`src/rtl/i2c_seq_pkg.sv`:
```
// i2c_seq_pkg: register map, CR commands, SR bits and enums shared by the I2C command sequencer.
package i2c_seq_pkg;

    localparam logic [2:0] REG_TXR = 3'd3;
    localparam logic [2:0] REG_RXR = 3'd3;
    localparam logic [2:0] REG_CR  = 3'd4;
    localparam logic [2:0] REG_SR  = 3'd4;

    localparam logic [7:0] CMD_STA_WR      = 8'h90;
    localparam logic [7:0] CMD_WR          = 8'h10;
    localparam logic [7:0] CMD_STO_WR      = 8'h50;
    localparam logic [7:0] CMD_RD_NACK_STO = 8'h68;
    localparam logic [7:0] CMD_STO         = 8'h40;

    localparam int SR_RXACK = 7;
    localparam int SR_AL    = 5;
    localparam int SR_TIP   = 1;

    typedef enum logic [1:0] {
        ERR_OK      = 2'd0,
        ERR_NACK    = 2'd1,
        ERR_AL      = 2'd2,
        ERR_TIMEOUT = 2'd3
    } err_e;

    typedef enum logic [2:0] {
        ST_IDLE   = 3'd0,
        ST_WR_TXR = 3'd1,
        ST_WR_CR  = 3'd2,
        ST_GAP    = 3'd3,
        ST_POLL   = 3'd4,
        ST_STOP   = 3'd5,
        ST_RD_RXR = 3'd6,
        ST_RESP   = 3'd7
    } state_e;

endpackage

```
`src/rtl/i2c_wb_access.sv`:
```
// i2c_wb_access: single Wishbone access engine; holds cyc/stb until ack, then forces one idle cycle.
module i2c_wb_access (
    input  logic       wb_clk_i,
    input  logic       arst_ni,
    input  logic       start,
    input  logic       we,
    input  logic [2:0] adr,
    input  logic [7:0] wdata,
    output logic       done,
    output logic [7:0] rdata,
    output logic [2:0] wb_adr_o,
    output logic [7:0] wb_dat_o,
    input  logic [7:0] wb_dat_i,
    output logic       wb_we_o,
    output logic       wb_stb_o,
    output logic       wb_cyc_o,
    input  logic       wb_ack_i
);

    assign wb_stb_o = wb_cyc_o;

    // start is ignored during the done cycle, which doubles as the idle cycle between accesses
    always_ff @(posedge wb_clk_i or negedge arst_ni) begin
        if (!arst_ni) begin
            wb_cyc_o <= 1'b0;
            wb_adr_o <= 3'd0;
            wb_dat_o <= 8'd0;
            wb_we_o  <= 1'b0;
            done     <= 1'b0;
            rdata    <= 8'd0;
        end else begin
            done <= 1'b0;
            if (wb_cyc_o) begin
                if (wb_ack_i) begin
                    wb_cyc_o <= 1'b0;
                    done     <= 1'b1;
                    if (!wb_we_o) rdata <= wb_dat_i;
                end
            end else if (start && !done) begin
                wb_cyc_o <= 1'b1;
                wb_adr_o <= adr;
                wb_dat_o <= wdata;
                wb_we_o  <= we;
            end
        end
    end

endmodule

```
`src/rtl/i2c_master_cmd_seq.sv`:
```
// i2c_master_cmd_seq: turns one register read/write request into TXR/CR/SR/RXR accesses on the I2C core.
module i2c_master_cmd_seq
    import i2c_seq_pkg::*;
#(
    parameter int POLL_GAP   = 2,
    parameter int POLL_LIMIT = 65535
) (
    input  logic       wb_clk_i,
    input  logic       arst_ni,
    input  logic       req_valid_i,
    output logic       req_ready_o,
    input  logic       req_rw_i,
    input  logic [6:0] req_dev_i,
    input  logic [7:0] req_reg_i,
    input  logic [7:0] req_wdata_i,
    output logic       rsp_valid_o,
    output logic [7:0] rsp_rdata_o,
    output logic [1:0] rsp_err_o,
    output logic       busy_o,
    output logic [2:0] wb_adr_o,
    output logic [7:0] wb_dat_o,
    input  logic [7:0] wb_dat_i,
    output logic       wb_we_o,
    output logic       wb_stb_o,
    output logic       wb_cyc_o,
    input  logic       wb_ack_i
);

    localparam int CW = $clog2((POLL_LIMIT > POLL_GAP ? POLL_LIMIT : POLL_GAP) + 1);

    state_e      state;
    err_e        err_q;
    logic        rw_q;
    logic [6:0]  dev_q;
    logic [7:0]  reg_q;
    logic [7:0]  wdata_q;
    logic [7:0]  rdata_q;
    logic [1:0]  bi;
    logic [CW-1:0] cnt;
    logic        acc_start;
    logic        acc_we;
    logic        acc_done;
    logic [2:0]  acc_adr;
    logic [7:0]  acc_wdata;
    logic [7:0]  acc_rdata;
    logic [7:0]  txr_byte;
    logic [7:0]  cr_byte;

    // byte 3 exists only for reads: receive with NACK+STO, no TXR write
    always_comb begin
        txr_byte  = bi == 2'd0 ? {dev_q, 1'b0} : bi == 2'd1 ? reg_q : rw_q ? {dev_q, 1'b1} : wdata_q;
        cr_byte   = bi == 2'd0 ? CMD_STA_WR : bi == 2'd1 ? CMD_WR : bi == 2'd3 ? CMD_RD_NACK_STO :
                    rw_q ? CMD_STA_WR : CMD_STO_WR;
        acc_start = state inside {ST_WR_TXR, ST_WR_CR, ST_POLL, ST_STOP, ST_RD_RXR};
        acc_we    = state != ST_POLL && state != ST_RD_RXR;
        acc_adr   = state == ST_WR_TXR ? REG_TXR : state == ST_RD_RXR ? REG_RXR :
                    state == ST_POLL ? REG_SR : REG_CR;
        acc_wdata = state == ST_WR_TXR ? txr_byte : state == ST_STOP ? CMD_STO : cr_byte;
    end

    always_ff @(posedge wb_clk_i or negedge arst_ni) begin
        if (!arst_ni) begin
            state   <= ST_IDLE;
            err_q   <= ERR_OK;
            rw_q    <= 1'b0;
            dev_q   <= 7'd0;
            reg_q   <= 8'd0;
            wdata_q <= 8'd0;
            rdata_q <= 8'd0;
            bi      <= 2'd0;
            cnt     <= '0;
        end else begin
            case (state)
                ST_IDLE: if (req_valid_i) begin
                    rw_q    <= req_rw_i;
                    dev_q   <= req_dev_i;
                    reg_q   <= req_reg_i;
                    wdata_q <= req_wdata_i;
                    rdata_q <= 8'd0;
                    err_q   <= ERR_OK;
                    bi      <= 2'd0;
                    cnt     <= '0;
                    state   <= ST_WR_TXR;
                end
                ST_WR_TXR: if (acc_done) state <= ST_WR_CR;
                ST_WR_CR: if (acc_done) begin
                    cnt   <= '0;
                    state <= ST_GAP;
                end
                ST_GAP: if (cnt == CW'(POLL_GAP - 1)) begin
                    cnt   <= '0;
                    state <= ST_POLL;
                end else cnt <= cnt + 1'b1;
                ST_POLL: if (acc_done) begin
                    if (acc_rdata[SR_AL]) begin
                        err_q <= ERR_AL;
                        state <= ST_RESP;
                    end else if (acc_rdata[SR_TIP]) begin
                        cnt <= cnt + 1'b1;
                        if (cnt == CW'(POLL_LIMIT - 1)) begin
                            err_q <= ERR_TIMEOUT;
                            state <= ST_STOP;
                        end
                    end else if (bi == 2'd3) state <= ST_RD_RXR;
                    else if (acc_rdata[SR_RXACK]) begin
                        err_q <= ERR_NACK;
                        state <= ST_STOP;
                    end else if (!rw_q && bi == 2'd2) state <= ST_RESP;
                    else begin
                        bi    <= bi + 2'd1;
                        state <= bi == 2'd2 ? ST_WR_CR : ST_WR_TXR;
                    end
                end
                ST_STOP: if (acc_done) state <= ST_RESP;
                ST_RD_RXR: if (acc_done) begin
                    rdata_q <= acc_rdata;
                    state   <= ST_RESP;
                end
                ST_RESP: state <= ST_IDLE;
                default: state <= ST_IDLE;
            endcase
        end
    end

    assign req_ready_o = state == ST_IDLE;
    assign busy_o      = state != ST_IDLE;
    assign rsp_valid_o = state == ST_RESP;
    assign rsp_rdata_o = rsp_valid_o ? rdata_q : 8'd0;
    assign rsp_err_o   = rsp_valid_o ? err_q : ERR_OK;

    i2c_wb_access u_acc (
        .wb_clk_i (wb_clk_i),
        .arst_ni  (arst_ni),
        .start    (acc_start),
        .we       (acc_we),
        .adr      (acc_adr),
        .wdata    (acc_wdata),
        .done     (acc_done),
        .rdata    (acc_rdata),
        .wb_adr_o (wb_adr_o),
        .wb_dat_o (wb_dat_o),
        .wb_dat_i (wb_dat_i),
        .wb_we_o  (wb_we_o),
        .wb_stb_o (wb_stb_o),
        .wb_cyc_o (wb_cyc_o),
        .wb_ack_i (wb_ack_i)
    );

endmodule
```
`config.mk`:
```
export PLATFORM = sky130hd
export DESIGN_NAME = i2c_master_cmd_seq
export DESIGN_NICKNAME = d
export VERILOG_FILES = /design/src/rtl/i2c_seq_pkg.sv /design/src/rtl/i2c_wb_access.sv /design/src/rtl/i2c_master_cmd_seq.sv
export SDC_FILE = /design/constraint.sdc
export NUM_CORES = 1
export LEC_CHECK = 0
export BUFFER_PORTS_ARGS = -buffer_cell sky130_fd_sc_hd__buf_2
export CORE_MARGIN = 3
export CORE_UTILIZATION = 39
export CTS_CLUSTER_DIAMETER = 100
export DETAILED_ROUTE_END_ITERATION = 12
export PLACE_DENSITY_LB_ADDON = 0.25
export SYNTH_ARGS = -nofsm -noshare
export SYNTH_HDL_FRONTEND = slang
export SYNTH_HIERARCHICAL = 1
export SYNTH_SLANG_ARGS = --single-unit
```
`constraint.sdc`:
```
create_clock -name wb_clk_i -period 3.45 [get_ports wb_clk_i]
set_input_delay 0.5175 -clock wb_clk_i [delete_from_list [all_inputs] [get_ports wb_clk_i]]
set_output_delay 0.5175 -clock wb_clk_i [all_outputs]
set_load 0.01 [all_outputs]
```
Word-level counts from Yosys, hierarchy flattened
Index checks and enable logic that the tools add are counted.
{"block": "classes", "n_bitwise": 2, "reduce_logical": 21, "eq_ne": 30, "n_mux": 57, "n_addsub": 2}
{"op": "16-bit 2-to-1 mux", "n": 6}
{"op": "8-bit 2-to-1 mux", "n": 12}
{"op": "16-bit one-hot mux with 4 select lines", "n": 1}
{"op": "3-bit 2-to-1 mux", "n": 14}
{"op": "2-bit 2-to-1 mux", "n": 15}
{"op": "3-bit one-hot mux with 7 select lines", "n": 1}
{"op": "16-bit by 1-bit adder with 16-bit output, second input constant", "n": 1}
{"op": "16-bit by 1-bit == test with 1-bit output, second input constant", "n": 1}
{"op": "16-bit == test, second input constant", "n": 1}
{"op": "8-bit one-hot mux with 2 select lines", "n": 1}
{"op": "2-bit inequality test, second input constant", "n": 7}
{"op": "3-bit == test, second input constant", "n": 4}
{"op": "2-bit by 1-bit inequality test with 1-bit output, second input constant", "n": 6}
{"op": "6-bit AND reduction", "n": 2}
{"op": "2-bit one-hot mux with 2 select lines", "n": 2}
{"op": "8-bit AND reduction", "n": 1}
{"op": "7-bit AND reduction", "n": 1}
{"op": "3-bit by 2-bit == test with 1-bit output, second input constant", "n": 2}
{"op": "3-bit inequality test, second input constant", "n": 2}
{"op": "3-bit AND reduction", "n": 2}
{"op": "1-bit 2-to-1 mux", "n": 5}
{"op": "5-bit nonzero test", "n": 1}
{"op": "2-bit == test, second input constant", "n": 2}
{"op": "4-bit by 1-bit inequality test with 1-bit output, second input constant", "n": 1}
{"op": "15 further kinds", "n": 21}
{"block": "totals", "register_bits": 77, "word_cells": 127, "inputBits": 36}

Depth between registers and ports, before layout
{"block": "logic_depth", "word_depth": 9, "ltp_mapped": 8, "ltp_nobuf": 8}

By module
Netlist, hierarchy kept.
{"mod": "i2c_master_cmd_seq", "area_per_inst_um2": 3183.1, "cells_per_inst": 349, "n_inst": 1}
{"mod": "i2c_wb_access", "area_per_inst_um2": 844.6, "cells_per_inst": 49, "n_inst": 1}

Least setup slack after synthesis
No wires, ideal clock.
{"block": "synth_path", "path_type": "register to register", "from": "reg state[1]", "to": "reg reg_q[0]", "stages_incl_launch_ff": 7, "n_path_buf": 3, "arrival_time_ns": 1.942, "required_ns": 3.325, "setup_slack_ns": 1.383, "setup_time_ns": 0.125, "path_cell_list": "dfrtp_1 -> buf_6 -> nor3_1 -> and2_1 -> buf_2 -> buf_2 -> mux2_2"}
{"block": "synth_between", "elab_chain_len": 2}
{"item": "start: declaration", "line_no": "i2c_master_cmd_seq.sv:31", "text": "state_e state;"}
{"item": "start signal: assignment", "line_no": "i2c_master_cmd_seq.sv:111", "text": "state <= bi == 2'd2 ? ST_WR_CR : ST_WR_TXR;"}
{"item": "3-bit zero test"}
{"item": "named net req_ready_o", "line_no": "i2c_master_cmd_seq.sv:11", "text": "output logic req_ready_o,"}
{"item": "2-bit AND reduction (no line)"}
{"item": "end signal: assignment", "line_no": "i2c_master_cmd_seq.sv:77", "text": "reg_q <= req_reg_i;"}
{"item": "end: declaration", "line_no": "i2c_master_cmd_seq.sv:35", "text": "logic [7:0] reg_q;"}
The timed path passes the listed nets, and every way through them passes these cells.
A chain may end at the register's enable or synchronous reset.

Worst setup path in the final report
{"block": "layout_path", "from": "reg state[1]", "to": "reg cnt[7]"}
{"block": "layout_between", "elab_chain_len": 3, "elab_cells_between_ends": 12, "classes_between": "eq/ne: 8; mux: 1; reduce/logical: 3"}
{"item": "3-bit == test, or another cell as far along", "line_no": "i2c_master_cmd_seq.sv:73", "text": "case (state)"}
{"item": "2-bit by 1-bit inequality test with 1-bit output (no line), or another cell as far along"}
{"item": "6-bit AND reduction (no line)"}
{"item": "end signal: assignment", "line_no": "i2c_master_cmd_seq.sv:93", "text": "end else cnt <= cnt + 1'b1;"}
{"item": "end signal: assignment", "line_no": "i2c_master_cmd_seq.sv:99", "text": "cnt <= cnt + 1'b1;"}
{"item": "end: declaration", "line_no": "i2c_master_cmd_seq.sv:39", "text": "logic [CW-1:0] cnt;"}
Parallel ways exist; a longest one is shown, timed or not.

==> flow_summary.toml <==
[timing]
final_hold_viol_count = 0
max_freq_mhz = 389.4
fin_hold_ws_ns = 0.2902
rsz0062_at_grt = "no"
finalSetupTns_ns = 0
min_period_over_period = 0.7444
clock_skew_ns = 0.01205
period_minus_slack_ns = 2.568
setup_violations = 0
report.final.slew_viol_count = 0
worstMarginPinSlew_ns = 0.9884
slew_headroom = 0.3399

[clock_network]
htreeDepth = 3
clock-sinks = 77
clock_latency_ns = 0.36
cts_tree = "built"
ctsResizeCount = 0
cts-buffers-inserted = 9
clock_path_buffers = 2
cts_setup_buffers = 0
cts_root_buf = "clkbuf_8"
cts_hold_buffers = 0
path_clk_slew_ns = 0.09

[setup_path]
worstPathRequired_ns = 3.69
critPathSlowestCell = "a211oi_2"
critPathCaptureType = "flip-flop"
crit_path_max_fanout = 19
reg2reg_depth = 5
crit_top_cell = "nor3_1"
worstPathCellList = "nor3_1 > and2_1 > a211oi_2 > nor3_1 > mux2_2"
cpPeakStageDelay_ns = 0.82
worstReg2RegStart = "state[1]"
rrSetupSlack_ns = 0.88
setup.worst_path.start_class = "flip-flop"
critical_path_arrival_ns = 2.81
r2r_end = "cnt[7]"
path_class = "reg2reg"

[flow_run]
drv_cap = 0

[pwr]
ir_worst_vdd_uv = 319.7
comb_power_share = 0.398
swShare = 0.3971
p_switching_mw = 1.561
powerDensity_nw_per_um2 = 849.7
power.share.clock = 0.182
p_leak_nw = 2.095
internal-power_mw = 2.370
seq_power_share = 0.420

[yosys]
synth_edf_count = 0
postSynthNetCount = 442
synth_fa_ha_area_frac = 0.02485
yosysSeqAreaShare = 0.4784
synthArstFlopShare = 1.000
ys_ff_latch = 77
synth_mux_area_frac = 0.1193
ys.warnings.count = 6
synth_ff_type = "dfrtp_1"
netlist_instances = 398
synth_top_family_by_area = "simple AND/OR/NAND/NOR gates"
synth-xor-area-share = 0
synth_compound_area_frac = 0.1473
synthSimpleGateAreaFrac = 0.1883
syn_area_sq_um = 4028
synth_cell_types = 54
synth_area_per_cell_sq_um = 10.12

[global_routing]
antenna_found_initial = 0
grt_max_degree = 78
grt_usage = 0.1671
grt_overflow = 0
grt_pass1_vias = 3088
grt_pass1_wl_microns = 15280

[drt]
viasPerCell = 5.418
drc = 0
via_count = 3202
drt_iter0_drc = 219
top_layer_used = "met4"
first_pass_iters = 4
ant_nets = 0
wire_per_inst_microns = 15.47
met2_length_microns = 4001
drt_wl_total_microns = 9142
met3WireLength_microns = 448
drt-met1-wl_microns = 4546

[status]
status = "complete, no violations"

[finish]
antenna_cells = 0
stdcell_count = 591
num-fill-cells = 970
drive_gt1_frac = 0.2838
finalInstanceArea_sq_um = 4627
finalNetCount = 497
areaGrowthSynthToFinish_pct = 14.88

[place]
gp_congestion = 0.8575
place_inst = 575
hpwl_microns = 6392
place_area_sq_um = 4420
io_buffers = 62

[die]
io_pins = 63
die_h_microns = 107.6
die_w_microns = 107.6
die_area_sq_um = 11580
rows = 36
start_util = 0.4064
core-area_sq_um = 9910

[worst_hold_path]
worstHoldPathType = "in2async"
==> routing by layer <==
metal | vias to the layer above | global-route usage
li1 | 1548 | -
met1 | 1551 | 0.2462
met2 | 92 | 0.2371
met3 | 11 | 0.03659
met4 | 0 | 0.06763
met5 | - | 0
==> layout make-up <==
class	count	area (sq um)	share of cell area
Clock inverter	6	68.82	0.01487
Timing Repair Buffer	64	327.8	0.07085
Multi-Input combinational cell	283	1932	0.4175
Sequential cell	77	1927	0.4164
Clock buffer	10	137.6	0.02975
Tap cell	133	166.4	0.03597
Inverter	18	67.56	0.01460
==> worst max-delay path, delay by kind of cell, from the launching register on <==
kind	cells	cell delay, ns
AO/OA/AOI/OAI	1	0.82
flip-flops	1	0.66
AND/OR/NAND/NOR	3	0.65
multiplexers	1	0.32
==> cells in the final DEF, fill, tap and decap left out, types with 5 or more instances in the layout <==
master	n
dfrtp_1	77
buf_2	61
mux2_2	40
nand2_1	37
o21ai_0	29
nor2_1	23
inv_1	18
nand3_1	16
a21oi_1	14
and2_1	12
nor3_1	12
clkbuf_8	10
ha_1	8
a22o_1	7
nor2b_1	6
o22ai_1	6
o31ai_1	6
and3_1	5
a21o_1	5
==> how the worst max path moves through the flow <==
| stage | from | endpoint | slack [ns] | cells past startpoint |
|---|---|---|---|---|
| floorplan | state[1] | reg_q[0] | 1.38 | 6 |
| finish | state[1] | cnt[7] | 0.88 | 5 |
| global placement | state[1] | cnt[7] | 1.04 | 5 |
| detailed placement | state[1] | cnt[10] | 0.89 | 6 |
| global route | state[1] | cnt[10] | 0.64 | 6 |
| CTS | state[1] | cnt[10] | 0.86 | 6 |
==> kinds of logic (layout without fill, tap and decap cells) <==
family                     Yosys count  count (layout)
and+or+nand+nor                    142             142
AOI/OAI and AO/OA                   90              90
DFF                                 77              77
muxes                               43              43
buffers and inverters               38              98
adders and majority gates            8               8
==> stage by stage <==
stage / setup WS, ns / total power [mW] / util
after detailed placement: 0.8912 / 3.229 / 0.4461
after global routing: 0.6357 / 4.245 / 0.4669
after floorplan: 1.383 / 2.741 / -
after global placement: 1.043 / 3.180 / 0.4461
final: 0.8819 / 3.931 / 0.4669
after CTS: 0.8623 / 3.955 / 0.4669
==> flip-flops by register name, summed over array words and instances (netlist names) <==
name and count:
bi 2, cnt 16, dev_q 7, err_q 2, rdata_q 8, reg_q 8
rw_q 1, state 3, u_acc/done 1, u_acc/rdata 8, u_acc/wb_adr_o 3, u_acc/wb_cyc_o 1
u_acc/wb_dat_o 8, u_acc/wb_we_o 1, wdata_q 8
==> power by group through the flow <==
| stage | sequential (mW) | clock [mW] | combinational (mW) |
|---|---|---|---|
| finish | 1.65 | 0.717 | 1.56 |
| global route | 1.72 | 0.773 | 1.75 |
| CTS | 1.65 | 0.734 | 1.57 |
| detailed placement | 1.67 | 0 | 1.56 |
| global placement | 1.65 | 0 | 1.53 |
| floorplan | 1.46 | 0 | 1.28 |
==> synth_stat cells, types with 3 or more instances <==
cell,n,area [sq um]
and2_1,12,75.07
and4_1,3,26.28
nor2b_1,6,37.54
nor4_1,4,25.02
ha_1,8,100.1
and3_1,5,31.28
inv_1,18,67.56
mux2_2,40,450.4
clkbuf_1,12,45.04
o22ai_1,6,37.54
nor2_1,23,86.33
buf_2,3,15.01
o31ai_1,6,45.04
a22o_1,7,61.31
nand3_1,16,80.08
nand2_1,37,138.9
nand4_1,4,25.02
a21o_1,5,37.54
or4_1,4,30.03
a21oi_1,14,70.07
mux2i_1,3,30.03
o21ai_0,29,145.1
dfrtp_1,77,1927
nor3_1,12,60.06
nor3b_1,4,30.03
Note: power is estimated with default switching activity, not from simulation.
